File: config.mk
export PLATFORM = sky130hd
export DESIGN_NAME = uart_dpram_stream_ctrl
export DESIGN_NICKNAME = d
export VERILOG_FILES = /design/src/rtl/uart_dpram_stream_ctrl_pkg.sv /design/src/rtl/uart_dpram_ptr_track.sv /design/src/rtl/uart_dpram_stream_ctrl.sv
export SDC_FILE = /design/constraint.sdc
export NUM_CORES = 1
export LEC_CHECK = 0
export CORE_ASPECT_RATIO = 0.5
export CORE_MARGIN = 8
export CORE_UTILIZATION = 48
export CTS_CLUSTER_DIAMETER = 200
export DETAILED_ROUTE_END_ITERATION = 10
export DONT_BUFFER_PORTS = 1
export GPL_TIMING_DRIVEN = 0
export PLACE_DENSITY = 0.6
export SYNTH_ARGS = -nofsm -noshare
export SYNTH_HDL_FRONTEND = slang
export SYNTH_HIERARCHICAL = 1
export SYNTH_SLANG_ARGS = --single-unit
File: constraint.sdc
create_clock -name i_clk -period 5.3 [get_ports i_clk]
set_input_delay 0.265 -clock i_clk [delete_from_list [all_inputs] [get_ports i_clk]]
set_output_delay 0.265 -clock i_clk [all_outputs]
set_load 0.02 [all_outputs]
File: src/rtl/uart_dpram_stream_ctrl_pkg.sv
// rtl/uart_dpram_stream_ctrl_pkg.sv - shared FSM state and mode encodings
package uart_dpram_stream_ctrl_pkg;

    typedef enum logic [1:0] {
        ST_IDLE    = 2'd0,
        ST_LOAD    = 2'd1,
        ST_SEND    = 2'd2,
        ST_WAIT_TX = 2'd3
    } state_t;

    localparam logic MODE_DRAIN  = 1'b0;
    localparam logic MODE_REPLAY = 1'b1;

endpackage

File: src/rtl/uart_dpram_ptr_track.sv
// rtl/uart_dpram_ptr_track.sv - circular buffer write/read pointers, fill count and sticky overflow
module uart_dpram_ptr_track #(
    parameter int ADDR_W = 8
) (
    input  logic              i_clk,
    input  logic              i_rst_n,
    input  logic              i_clr,
    input  logic              i_wr_req,
    input  logic              i_inc_rd,
    output logic              o_wr_en,
    output logic [ADDR_W-1:0] o_wr_ptr,
    output logic [ADDR_W-1:0] o_rd_ptr,
    output logic [ADDR_W:0]   o_fill_count,
    output logic              o_empty,
    output logic              o_overflow
);

    localparam logic [ADDR_W:0] FULL_CNT = {1'b1, {ADDR_W{1'b0}}};

    logic [ADDR_W-1:0] r_wr_ptr;
    logic [ADDR_W-1:0] r_rd_ptr;
    logic [ADDR_W:0]   r_fill;
    logic              r_overflow;
    logic              w_full;
    logic              w_wr_en;
    logic              w_rd_en;

    assign w_full  = (r_fill == FULL_CNT);
    assign o_empty = (r_fill == '0);
    // Clear wins over any write or consume arriving in the same cycle.
    assign w_wr_en = i_wr_req && !w_full && !i_clr;
    assign w_rd_en = i_inc_rd && !o_empty && !i_clr;

    always_ff @(posedge i_clk or negedge i_rst_n) begin
        if (!i_rst_n) begin
            r_wr_ptr   <= '0;
            r_rd_ptr   <= '0;
            r_fill     <= '0;
            r_overflow <= 1'b0;
        end else if (i_clr) begin
            r_wr_ptr   <= '0;
            r_rd_ptr   <= '0;
            r_fill     <= '0;
            r_overflow <= 1'b0;
        end else begin
            if (w_wr_en) r_wr_ptr <= r_wr_ptr + 1'b1;
            if (w_rd_en) r_rd_ptr <= r_rd_ptr + 1'b1;
            if (i_wr_req && w_full) r_overflow <= 1'b1;
            case ({w_wr_en, w_rd_en})
                2'b10:   r_fill <= r_fill + 1'b1;
                2'b01:   r_fill <= r_fill - 1'b1;
                default: r_fill <= r_fill;
            endcase
        end
    end

    assign o_wr_en      = w_wr_en;
    assign o_wr_ptr     = r_wr_ptr;
    assign o_rd_ptr     = r_rd_ptr;
    assign o_fill_count = r_fill;
    assign o_overflow   = r_overflow;

endmodule

File: src/rtl/uart_dpram_stream_ctrl.sv
// rtl/uart_dpram_stream_ctrl.sv - UART rx -> dual-port RAM ring buffer -> UART tx, drain or replay
module uart_dpram_stream_ctrl
    import uart_dpram_stream_ctrl_pkg::*;
#(
    parameter int ADDR_W = 8,
    parameter int RD_LAT = 1
) (
    input  logic              i_clk,
    input  logic              i_rst_n,
    input  logic              i_uart_rx_done,
    input  logic              i_key_flag,
    input  logic              i_key_state,
    input  logic              i_mode,
    input  logic              i_clr,
    input  logic              i_uart_tx_done,
    output logic [ADDR_W-1:0] o_wraddress,
    output logic              o_ram_wren,
    output logic [ADDR_W-1:0] o_rdaddress,
    output logic              o_uart_send_en,
    output logic              o_busy,
    output logic [ADDR_W:0]   o_fill_count,
    output logic              o_overflow
);

    localparam logic [1:0] LAT_LAST = 2'(RD_LAT - 1);

    state_t            r_state;
    logic              r_busy;
    logic              r_mode;
    logic [ADDR_W-1:0] r_base;
    logic [ADDR_W:0]   r_len;
    logic [ADDR_W:0]   r_offset;
    logic [1:0]        r_lat;

    logic              w_key_evt;
    logic              w_start;
    logic              w_stop;
    logic              w_inc_rd;
    logic              w_wr_en;
    logic              w_empty;
    logic [ADDR_W-1:0] w_rd_ptr;
    logic [ADDR_W:0]   w_fill;
    logic              w_have_data;
    logic              w_more;

    assign w_key_evt = i_key_flag && !i_key_state;
    assign w_start   = w_key_evt && !r_busy;
    assign w_stop    = w_key_evt && r_busy;
    assign w_inc_rd  = (r_state == ST_WAIT_TX) && i_uart_tx_done && (r_mode == MODE_DRAIN);

    uart_dpram_ptr_track #(.ADDR_W(ADDR_W)) u_ptr (
        .i_clk        (i_clk),
        .i_rst_n      (i_rst_n),
        .i_clr        (i_clr),
        .i_wr_req     (i_uart_rx_done),
        .i_inc_rd     (w_inc_rd),
        .o_wr_en      (w_wr_en),
        .o_wr_ptr     (o_wraddress),
        .o_rd_ptr     (w_rd_ptr),
        .o_fill_count (w_fill),
        .o_empty      (w_empty),
        .o_overflow   (o_overflow)
    );

    // A byte landing this cycle counts as available so the send follows the write by RD_LAT+1.
    assign w_have_data = (r_mode == MODE_DRAIN) ? (!w_empty || w_wr_en) : (r_len != '0);
    assign w_more      = (r_mode == MODE_DRAIN) ? ((w_fill[ADDR_W:1] != '0) || w_wr_en) : 1'b1;

    always_ff @(posedge i_clk or negedge i_rst_n) begin
        if (!i_rst_n) begin
            r_state  <= ST_IDLE;
            r_busy   <= 1'b0;
            r_mode   <= MODE_DRAIN;
            r_base   <= '0;
            r_len    <= '0;
            r_offset <= '0;
            r_lat    <= '0;
        end else if (i_clr) begin
            r_state  <= ST_IDLE;
            r_busy   <= 1'b0;
            r_offset <= '0;
            r_lat    <= '0;
        end else begin
            if (w_start) begin
                r_mode <= i_mode;
                r_busy <= (i_mode == MODE_DRAIN) || (w_fill != '0);
                if (i_mode == MODE_REPLAY) begin
                    r_base   <= w_rd_ptr;
                    r_len    <= w_fill;
                    r_offset <= '0;
                end
            end else if (w_stop) begin
                r_busy <= 1'b0;
            end

            case (r_state)
                ST_IDLE: begin
                    if (r_busy && !w_stop && w_have_data) begin
                        r_state <= ST_LOAD;
                        r_lat   <= '0;
                    end
                end
                ST_LOAD: begin
                    if (w_stop)                 r_state <= ST_IDLE;
                    else if (r_lat == LAT_LAST) r_state <= ST_SEND;
                    else                        r_lat   <= r_lat + 1'b1;
                end
                ST_SEND: r_state <= w_stop ? ST_IDLE : ST_WAIT_TX;
                ST_WAIT_TX: begin
                    // A stop here only clears Busy; the byte in flight is still accounted.
                    if (i_uart_tx_done) begin
                        if (r_mode == MODE_REPLAY)
                            r_offset <= (r_offset + 1'b1 == r_len) ? '0 : r_offset + 1'b1;
                        if (r_busy && !w_stop && w_more) begin
                            r_state <= ST_LOAD;
                            r_lat   <= '0;
                        end else begin
                            r_state <= ST_IDLE;
                        end
                    end
                end
                default: r_state <= ST_IDLE;
            endcase
        end
    end

    assign o_ram_wren     = w_wr_en;
    assign o_rdaddress    = (r_mode == MODE_DRAIN) ? w_rd_ptr : r_base + r_offset[ADDR_W-1:0];
    assign o_uart_send_en = (r_state == ST_SEND) && !w_stop && !i_clr;
    assign o_busy         = r_busy;
    assign o_fill_count   = w_fill;

endmodule
Word-level counts from Yosys, hierarchy flattened

Cells that the tools add are included.
W data, S select, Z words.

Flip-flop bits (word level): 58
Input port bits: 8
Word-level logic and storage cells: 110
Output and inout bits: 29

Reductions and logical operators: 40
Eq/ne operators: 13
Bitwise logic cells: 3
$add $sub $neg: 7
Multiplexer cells: 36

Operators by type and width:

| cell                  | count |
|---|---|
| $mux W9               | 8 |
| $mux W8               | 5 |
| $mux W2               | 12 |
| $add A9 B1 Y9 const B | 2 |
| $pmux W9 S2           | 1 |
| $reduce_bool A9 Y1    | 2 |
| $add A8 B1 Y8 const B | 2 |
| $logic_and A1 B1 Y1   | 15 |
| $ne A3 B3 Y1 const B  | 4 |
| $eq A9 B9 Y1          | 1 |
| $eq A9 B9 Y1 const B  | 1 |
| $logic_not A9 Y1      | 1 |
| $sub A9 B1 Y9 const B | 1 |
| $add A8 B8 Y8         | 1 |
| $mux W1               | 8 |
| $pmux W2 S4           | 1 |
| $reduce_bool A8 Y1    | 1 |
| $eq A2 B2 Y1 const B  | 3 |
| $logic_not A1 Y1      | 6 |
| $pmux W2 S3           | 1 |
| $reduce_and A3 Y1     | 2 |
| $reduce_and A6 Y1     | 1 |
| $reduce_bool A2 Y1    | 3 |
| $reduce_bool A3 Y1    | 2 |
| other kinds (9)       | 15 |

Logic depth before layout (Yosys ltp)

Gate-level depths: netlist (run 1).

Depth after elaboration: 11
Depth in mapped cells: 12
Depth with buffers taken out: 10

By module

The synthesis (run 1) kept the hierarchy.

Modules (own cells, without submodules):

| module                 | sequential area each (um2) | instances | area each (um2) | cells each |
|---|---|---|---|---|
| uart_dpram_stream_ctrl | 800.8                      | 1         | 2283.4          | 253 |
| uart_dpram_ptr_track   | 650.6                      | 1         | 1591.5          | 169 |

Least setup slack after synthesis (run 1)

Ideal clock, no wire load.

Path type: register to register
Start: register u_ptr.r_fill[7], in the netlist u_ptr/o_fill_count[7]
End: register u_ptr.r_fill[7], in the netlist u_ptr/o_fill_count[7]
Slack: 1.961 ns
Path buffers: 0
Arrival: 3.243 ns
Stages on the path, launching flop included: 11
Required time: 5.204 ns
Setup time: 0.096 ns
Period minus slack after synthesis: 3.339 ns
Cells stage by stage: dfrtp_1 -> or4_4 -> nor2_1 -> o21ai_1 -> nor3_1 -> ha_1 -> a21o_1 -> a41o_1 -> nor4_1 -> o21ai_0 -> a311oi_2

Word-level cells in the longest chain between the ends: 7
Elaborated cells on any way between the ends: 15
Classes of those cells: add/sub: 2; eq/ne: 3; mux: 2; reduce/logical: 8

Ends and longest elaborated chain:

| element                                               | line                       | source |
|---|---|---|
| start, declared                                       | uart_dpram_ptr_track.sv:22 | `logic [ADDR_W:0] r_fill;` |
| start signal, assigned                                | uart_dpram_ptr_track.sv:50 | `2'b10: r_fill <= r_fill + 1'b1;` |
| start signal, assigned                                | uart_dpram_ptr_track.sv:51 | `2'b01: r_fill <= r_fill - 1'b1;` |
| start signal, assigned                                | uart_dpram_ptr_track.sv:52 | `default: r_fill <= r_fill;` |
| branches (longest 7 deep; another with $sub A9 B1 Y9) | --                         |  |

Several ways; the timed one is not identified.
A chain may end at the register's enable or synchronous reset.

Worst setup path in the final report (run 1)

Start: register r_state[1]
End: register u_ptr.r_fill[7], in the netlist u_ptr/o_fill_count[7]

Word-level cells in the longest chain between the ends: 8
Elaborated cells on any way between the ends: 10
Classes of those cells: eq/ne: 3; mux: 2; reduce/logical: 5

Ends and longest elaborated chain:

| element                                             | line                          | source |
|---|---|---|
| start, declared                                     | uart_dpram_stream_ctrl.sv:27  | `state_t r_state;` |
| start signal, assigned                              | uart_dpram_stream_ctrl.sv:108 | `ST_SEND: r_state <= w_stop ? ST_IDLE : ST_WAIT_TX;` |
| $eq A2 B2 Y1 *                                      | uart_dpram_stream_ctrl.sv:49  | `assign w_inc_rd = (r_state == ST_WAIT_TX) && i_uart_tx_done && (r_mode == MODE_DRAIN);` |
| $logic_and A1 B1 Y1 * (2 in a row)                  | uart_dpram_stream_ctrl.sv:49  |  |
| net w_inc_rd                                        | uart_dpram_stream_ctrl.sv:38  | `logic w_inc_rd;` |
| $logic_and A1 B1 Y1 * (2 in a row)                  | uart_dpram_ptr_track.sv:32    | `assign w_rd_en = i_inc_rd && !o_empty && !i_clr;` |
| $eq A2 B1 Y1 / $eq A2 B2 Y1 (equally long branches) | uart_dpram_ptr_track.sv:49    | `case ({w_wr_en, w_rd_en})` |
| $pmux W9 S2                                         | uart_dpram_ptr_track.sv:49    |  |
| $mux W9                                             | uart_dpram_ptr_track.sv:40    | `end else if (i_clr) begin` |

The timed path passes the listed nets; every way through them passes the cells marked *.

==> summary.txt, run 1 <==
minimum period implied by the final worst setup slack = 4.16 ns
relative area change from synthesis to final layout = 11.1%
die span in y = 79.5 um
run status = complete, no violations
instance count along the most critical hold path = 2
sort of element at the start of the critical path = register
buffers from clock root to sink, at most = 2
most common cell after layout, fill and taps aside = sky130_fd_sc_hd__dfrtp_1
routability congestion estimate from global placement = 0.808
overall routed net length = 9.75 mm
overall power = 1350 uW
worst path cell trace = clkbuf_1, nand2_1, nor3b_1, clkbuf_1, o21ai_1, nor3_1, ha_1, a21o_1, a41o_1, nor4_1, o21ai_0, a311oi_2
Mapped Cells = 422
Area contributors post-synth = sky130_fd_sc_hd__dfrtp_1 (37%), sky130_fd_sc_hd__ha_1 (5.8%), sky130_fd_sc_hd__mux2_2 (5.2%)
transition time at the pin with the least slew margin = 1.13 ns
cts repair resizes = 0
number of buffers inserted during clock tree synthesis = 9
crit-path max FO = 10
number of hold violations in the final report = 0
antenna violations before repair = 0
total negative slack = 0 ns
number of top-level pins = 37
type of the worst setup path = register to register
detail-routed net length per standard cell = 17.7 um
commonest non-fill, non-tap cells in the layout = sky130_fd_sc_hd__dfrtp_1 (58), sky130_fd_sc_hd__nor2_1 (40), sky130_fd_sc_hd__nand2_1 (36), sky130_fd_sc_hd__a21oi_1 (25)
peak per-stage delay on the critical path = 0.88 ns
R2R Path Start = r_state[1]$_DFFE_PN0P_
fraction of layout cells with a size suffix above 1 = 0.128
worst-case register-to-register setup slack = 1.14 ns
register area share after synthesis = 0.375
CTS clock-pin slew for the worst setup and hold paths = 0.05 ns
number of distinct standard cells referenced by the synthesized netlist = 65
final layout net count = 463
top_reg_cell synth = sky130_fd_sc_hd__dfrtp_1
Max Fclk = 240 MHz
Clock Root Buffer = sky130_fd_sc_hd__clkbuf_16
Final Cycle Share = 0.785
overall fraction of global-route tracks in use = 0.181
post-DR vias/cell = 6.00
TritonCTS clock tree = yes
count of vias placed by the detailed router = 3307
cell leakage power = 0.00193 uW
insertion delay of the later-clocked pin in the worst-skew pair = 0.33 ns
Synth warnings = 6
critical path's most frequent cell = sky130_fd_sc_hd__clkbuf_1
data required time at the worst endpoint = 5.53 ns
DIE AREA = 11400 sq um
largest net degree at the start of global routing = 59
Post-Synthesis Net Count = 450
deepest level of the CTS H-tree = 3
Maximum Capacitance Violations = 0
Sink Count = 58
total count of max-transition violations in the final report = 0
worst path arrival time = 4.39 ns
number of cell rows = 23
count of buffer and inverter cells on the critical path = 2
FF+latch count, synth = 58
crit end category = register
fillcell total = 714
overflow left after global routing = 0
wire length of the first global-routing pass = 16.3 mm
cell at the slowest stage of the critical path = sky130_fd_sc_hd__nor3_1
Hold Crit Class = primary input to register
Pre-antenna DRT Iters = 7
cell taking the most area after synthesis = sky130_fd_sc_hd__dfrtp_1
buffers added on ports = 0
final std cells w/o fill = 551
EDFF count, synth = 0
total power density per cell area = 313 nW/um^2
unrepaired setup endpoints after global routing = no
final-layout worst hold slack = 0.159 ns
synthesized cell area = 3870 sq um
CORE AREA = 7910 sq um
via count of the first global-routing pass = 3218
worst slew margin relative to its limit = 0.244
count of routing violations after the opening detailed-route iteration = 267
die width = 143 um
maximum vdd drop = 0.163 mV
effective utilization at floorplan = 0.490
average cell area after synthesis = 9.18 sq um
destination of the worst register-to-register timing path = u_ptr/o_fill_count[7]$_DFFE_PN0P_
R2R cell count = 12
Top delay family on crit path = simple AND/OR/NAND/NOR gates
skew final = 0.00975 ns
first element of the critical path = r_state[1]$_DFFE_PN0P_
Async S/R FF share, synth = 1.00
number of setup violations in the final report = 0
number of diodes = 0
DPL Wire Length = 7.28 mm
area share of the leading cell type in the synthesized netlist = 0.375
antenna-violating nets left = 0
total DRC errors in the routed layout = 0
Worst Hold Path EP = r_mode$_DFFE_PN0P_
# placed instances = 534
start point of the worst min-delay path = i_mode
## power by group
group          switching (uW)  internal, uW
registers                56.6           478
clock network             192           309
logic                     190           123
total                     439           910
## Yosys cell counts (6+ instances only)
cell type / instances
sky130_fd_sc_hd__xnor2_1: 15
sky130_fd_sc_hd__dfrtp_1: 58
sky130_fd_sc_hd__clkbuf_1: 9
sky130_fd_sc_hd__nor4_1: 7
sky130_fd_sc_hd__nand3_1: 13
sky130_fd_sc_hd__nand2_1: 36
sky130_fd_sc_hd__ha_1: 18
sky130_fd_sc_hd__buf_2: 6
sky130_fd_sc_hd__and2_1: 7
sky130_fd_sc_hd__inv_1: 17
sky130_fd_sc_hd__mux2_2: 18
sky130_fd_sc_hd__xor2_1: 16
sky130_fd_sc_hd__a31oi_1: 10
sky130_fd_sc_hd__nor2b_1: 7
sky130_fd_sc_hd__and3_1: 6
sky130_fd_sc_hd__a21oi_1: 25
sky130_fd_sc_hd__nor3_1: 9
sky130_fd_sc_hd__o22ai_1: 7
sky130_fd_sc_hd__or3_1: 6
sky130_fd_sc_hd__o21ai_0: 13
sky130_fd_sc_hd__nand4_1: 11
sky130_fd_sc_hd__nor2_1: 40
## kinds of logic after synthesis
group	synth area share
buffers and inverters	0.0397
xor gates and xnor gates	0.0701
AOI/OAI and AO/OA	0.173
adders and majority gates	0.0685
muxes	0.0685
and+or+nand+nor	0.206
DFF	0.375
## area by class of cell
class | instances | area (sq um) | share of cell area
clock inverters | 4 | 20.0 | 0.00465
clock buffers | 11 | 233 | 0.0541
multi-input cells | 328 | 2270 | 0.527
well taps | 112 | 140 | 0.0325
repair buffers | 2 | 37.5 | 0.00872
inverters | 17 | 63.8 | 0.0148
flip-flops and latches | 58 | 1450 | 0.337
plain buffers | 19 | 90.1 | 0.0209
## metal layers
layer,track usage,share of wire,up-vias
met5,0,0,-
met4,0.0652,0.013,0
met3,0.0591,0.073,11
met2,0.284,0.45,104
li1,-,-,1570
met1,0.231,0.46,1622
## worst max-delay path by stage
| stage | cells past startpoint | to |
|---|---|---|
| CTS | 12 | u_ptr/o_fill_count[7]$_DFFE_PN0P_ |
| detailed placement | 12 | u_ptr/o_fill_count[7]$_DFFE_PN0P_ |
| finish | 12 | u_ptr/o_fill_count[7]$_DFFE_PN0P_ |
| global placement | 12 | u_ptr/o_fill_count[7]$_DFFE_PN0P_ |
| global route | 12 | u_ptr/o_fill_count[7]$_DFFE_PN0P_ |
| floorplan | 10 | u_ptr/o_fill_count[7]$_DFFE_PN0P_ |
## timing repair
item | 4_1_cts | 5_1_grt
hold buffers | 2 | 0
buffers inserted | 0 | 0
endpoints found under the hold margin | 58 | 0
## registers in the layout (all words and copies together) (netlist names)
| register | cells |
|---|---|
| r_offset | 9 |
| r_len | 9 |
| r_lat | 2 |
| u_ptr/o_fill_count | 9 |
| u_ptr/o_wr_ptr | 8 |
| o_busy | 1 |
| r_mode | 1 |
| r_base | 8 |
| r_state | 2 |
| u_ptr/o_overflow | 1 |
| u_ptr/o_rd_ptr | 8 |
## per-stage QoR
step / instance area [sq um] / utilization / setup slack, ns
finish: 4310 / 0.544 / 1.14
global route: 4310 / 0.544 / 0.863
CTS: 4310 / 0.544 / 1.21
floorplan: 3870 / - / 1.96
detailed placement: 4020 / 0.507 / 1.25
global placement: 4020 / 0.507 / 1.30
## worst reg2reg max path: cells and delay by family (launching register included)
family,cells,cell delay [ns]
AND/OR/NAND/NOR,4,1.66
AO/OA/AOI/OAI,5,0.98
buffers and inverters,2,0.72
adder cells (fa/ha/maj),1,0.40
flip-flops,1,0.31
Note: power is estimated with default switching activity, not from simulation.
==> inputs of run 2 (changes only) <==
- PLACE_DENSITY: 0.6 -> 0.62
- clock period: 5.3 -> 3.4 ns (I/O delays scaled with it)
==> run 2 against run 1 <==
  * Critical path depth fell by 1
  * Fmax rose by 30%
  * Die area did not move
  * Clock skew fell by 0.0028 ns
  * Count of clock-buffer cells in the layout rose by 3
  * Sequential power rose by 59%
  * Largest cell class unchanged
==> summary.txt, run 2 (synthesis results as in run 1) <==
DIE AREA = 11400 sq um
count of vias placed by the detailed router = 3273
unrepaired setup endpoints after global routing = no
maximum vdd drop = 0.291 mV
met3 wire length = 632 um
final-layout worst hold slack = 0.0726 ns
overall fraction of global-route tracks in use = 0.182
routability congestion estimate from global placement = 0.841
highest signal layer in the routed design = met4
critical path's most frequent cell = sky130_fd_sc_hd__nor4_2
Maximum Capacitance Violations = 0
total count of max-transition violations in the final report = 0
CTS clock-pin slew for the worst setup and hold paths = 0.05 ns
wire length on met2 = 4.63 mm
largest net degree at the start of global routing = 59
antenna-violating nets left = 0
run status = complete, no violations
post-DR vias/cell = 5.91
count of buffer and inverter cells on the critical path = 2
most common cell after layout, fill and taps aside = sky130_fd_sc_hd__dfrtp_1
total power density per cell area = 500 nW/um^2
detail-routed net length per standard cell = 18.0 um
number of cell rows = 23
die width = 143 um
transition time at the pin with the least slew margin = 1.03 ns
# placed instances = 534
Max Fclk = 313 MHz
crit end category = register
Sink Count = 58
die span in y = 79.5 um
cell leakage power = 0.00197 uW
number of top-level pins = 37
CORE AREA = 7910 sq um
buffers added on ports = 0
number of hold violations in the final report = 0
Hold Crit Class = primary input to register
effective utilization at floorplan = 0.490
relative area change from synthesis to final layout = 13.8%
cell at the slowest stage of the critical path = sky130_fd_sc_hd__dfrtp_2
fillcell total = 716
via count of the first global-routing pass = 3208
number of diodes = 0
overall routed net length = 9.98 mm
worst path cell trace = nor4_2, nand3_1, inv_1, nor3_4, buf_4, ha_1, a21oi_1, nor2b_1, nor4_2, or3_1, a311oi_2
insertion delay of the later-clocked pin in the worst-skew pair = 0.33 ns
overflow left after global routing = 0
count of routing violations after the opening detailed-route iteration = 190
worst path arrival time = 3.42 ns
number of buffers inserted during clock tree synthesis = 9
Met1 Wirelength = 4.65 mm
type of the worst setup path = register to register
total DRC errors in the routed layout = 0
commonest non-fill, non-tap cells in the layout = sky130_fd_sc_hd__dfrtp_1 (51), sky130_fd_sc_hd__nor2_1 (39), sky130_fd_sc_hd__nand2_1 (36), sky130_fd_sc_hd__a21oi_1 (25)
final layout net count = 465
crit-path max FO = 7
wire length of the first global-routing pass = 16.4 mm
sort of element at the start of the critical path = register
DPL Wire Length = 7.26 mm
antenna violations before repair = 0
data required time at the worst endpoint = 3.63 ns
TritonCTS clock tree = yes
final std cells w/o fill = 554
number of setup violations in the final report = 0
deepest level of the CTS H-tree = 3
Top delay family on crit path = simple AND/OR/NAND/NOR gates
minimum period implied by the final worst setup slack = 3.19 ns
buffers from clock root to sink, at most = 2
fraction of layout cells with a size suffix above 1 = 0.170
Pre-antenna DRT Iters = 5
Clock Root Buffer = sky130_fd_sc_hd__clkbuf_16
Final Cycle Share = 0.939
worst slew margin relative to its limit = 0.309
peak per-stage delay on the critical path = 0.50 ns
fin util = 0.557
skew final = 0.00691 ns
## run 2: cell types whose count changed in the layout (fill, tap and decap cells not counted), moves of 2 or more
| cell | delta |
|---|---|
| sky130_fd_sc_hd__buf_4 | +3 |
| sky130_fd_sc_hd__clkbuf_1 | -2 |
| sky130_fd_sc_hd__clkbuf_2 | +2 |
| sky130_fd_sc_hd__clkbuf_8 | +3 |
| sky130_fd_sc_hd__clkinv_2 | -2 |
| sky130_fd_sc_hd__dfrtp_1 | -7 |
| sky130_fd_sc_hd__dfrtp_2 | +7 |
| sky130_fd_sc_hd__nor4_1 | -3 |
| sky130_fd_sc_hd__nor4_2 | +3 |
## run 2: final cells by class
cell class,count,area (sq um),area share
multi-input cells,328,2310,0.524
flip-flops and latches,58,1460,0.331
clock buffers,14,274,0.0621
well taps,112,140,0.0318
plain buffers,18,88.8,0.0201
inverters,17,63.8,0.0145
repair buffers,5,60.1,0.0136
clock inverters,2,10.0,0.00227
## run 2: worst paths after layout
kind	slack [ns]	start	cells after the start	to
setup / recovery	0.21	u_ptr/o_fill_count[7]$_DFFE_PN0P_	11	u_ptr/o_fill_count[7]$_DFFE_PN0P_
hold / removal	0.07	i_mode	2	r_mode$_DFFE_PN0P_
setup reg to reg	0.21	u_ptr/o_fill_count[7]$_DFFE_PN0P_	11	u_ptr/o_fill_count[7]$_DFFE_PN0P_
hold reg to reg	0.50	r_base[7]$_DFFE_PN0P_	1	r_base[7]$_DFFE_PN0P_
max in group asynchronous	2.73	i_rst_n	2	u_ptr/o_fill_count[2]$_DFFE_PN0P_
min in group asynchronous	0.40	i_rst_n	2	u_ptr/o_overflow$_DFFE_PN0P_
## run 2: repair_timing
item,in CTS,in global routing
setup buffers,3,0
resized for setup,4,13
endpoints found under the setup margin,8,4
hold buffers,2,0
endpoints found under the hold margin,58,0
pin swaps,1,0
## run 2: report_power, final
group          internal, uW  leakage, uW  switching [uW]
Combinational           199      0.00104             300
Sequential              748     0.000788             100
Clock                   550     0.000143             306
Total                  1500      0.00197             705
## run 2: metrics by stage
stage / setup TNS, ns / setup slack (ns) / instance area, sq um / total power [uW]
3_3_place_gp: -2.18 / -0.536 / 4020 / 1290
6_report: 0 / 0.208 / 4410 / 2200
3_5_place_dp: -2.97 / -0.674 / 4020 / 1310
2_1_floorplan: 0 / 0.0611 / 3870 / 1200
5_1_grt: 0 / 0.0174 / 4410 / 2310
4_1_cts: 0 / 0.0524 / 4380 / 2200
## run 2: per-layer routing
layer	vias to the layer above	global-route usage
li1	1562	-
met1	1627	0.231
met2	76	0.295
met3	8	0.0579
met4	0	0.0505
met5	-	0
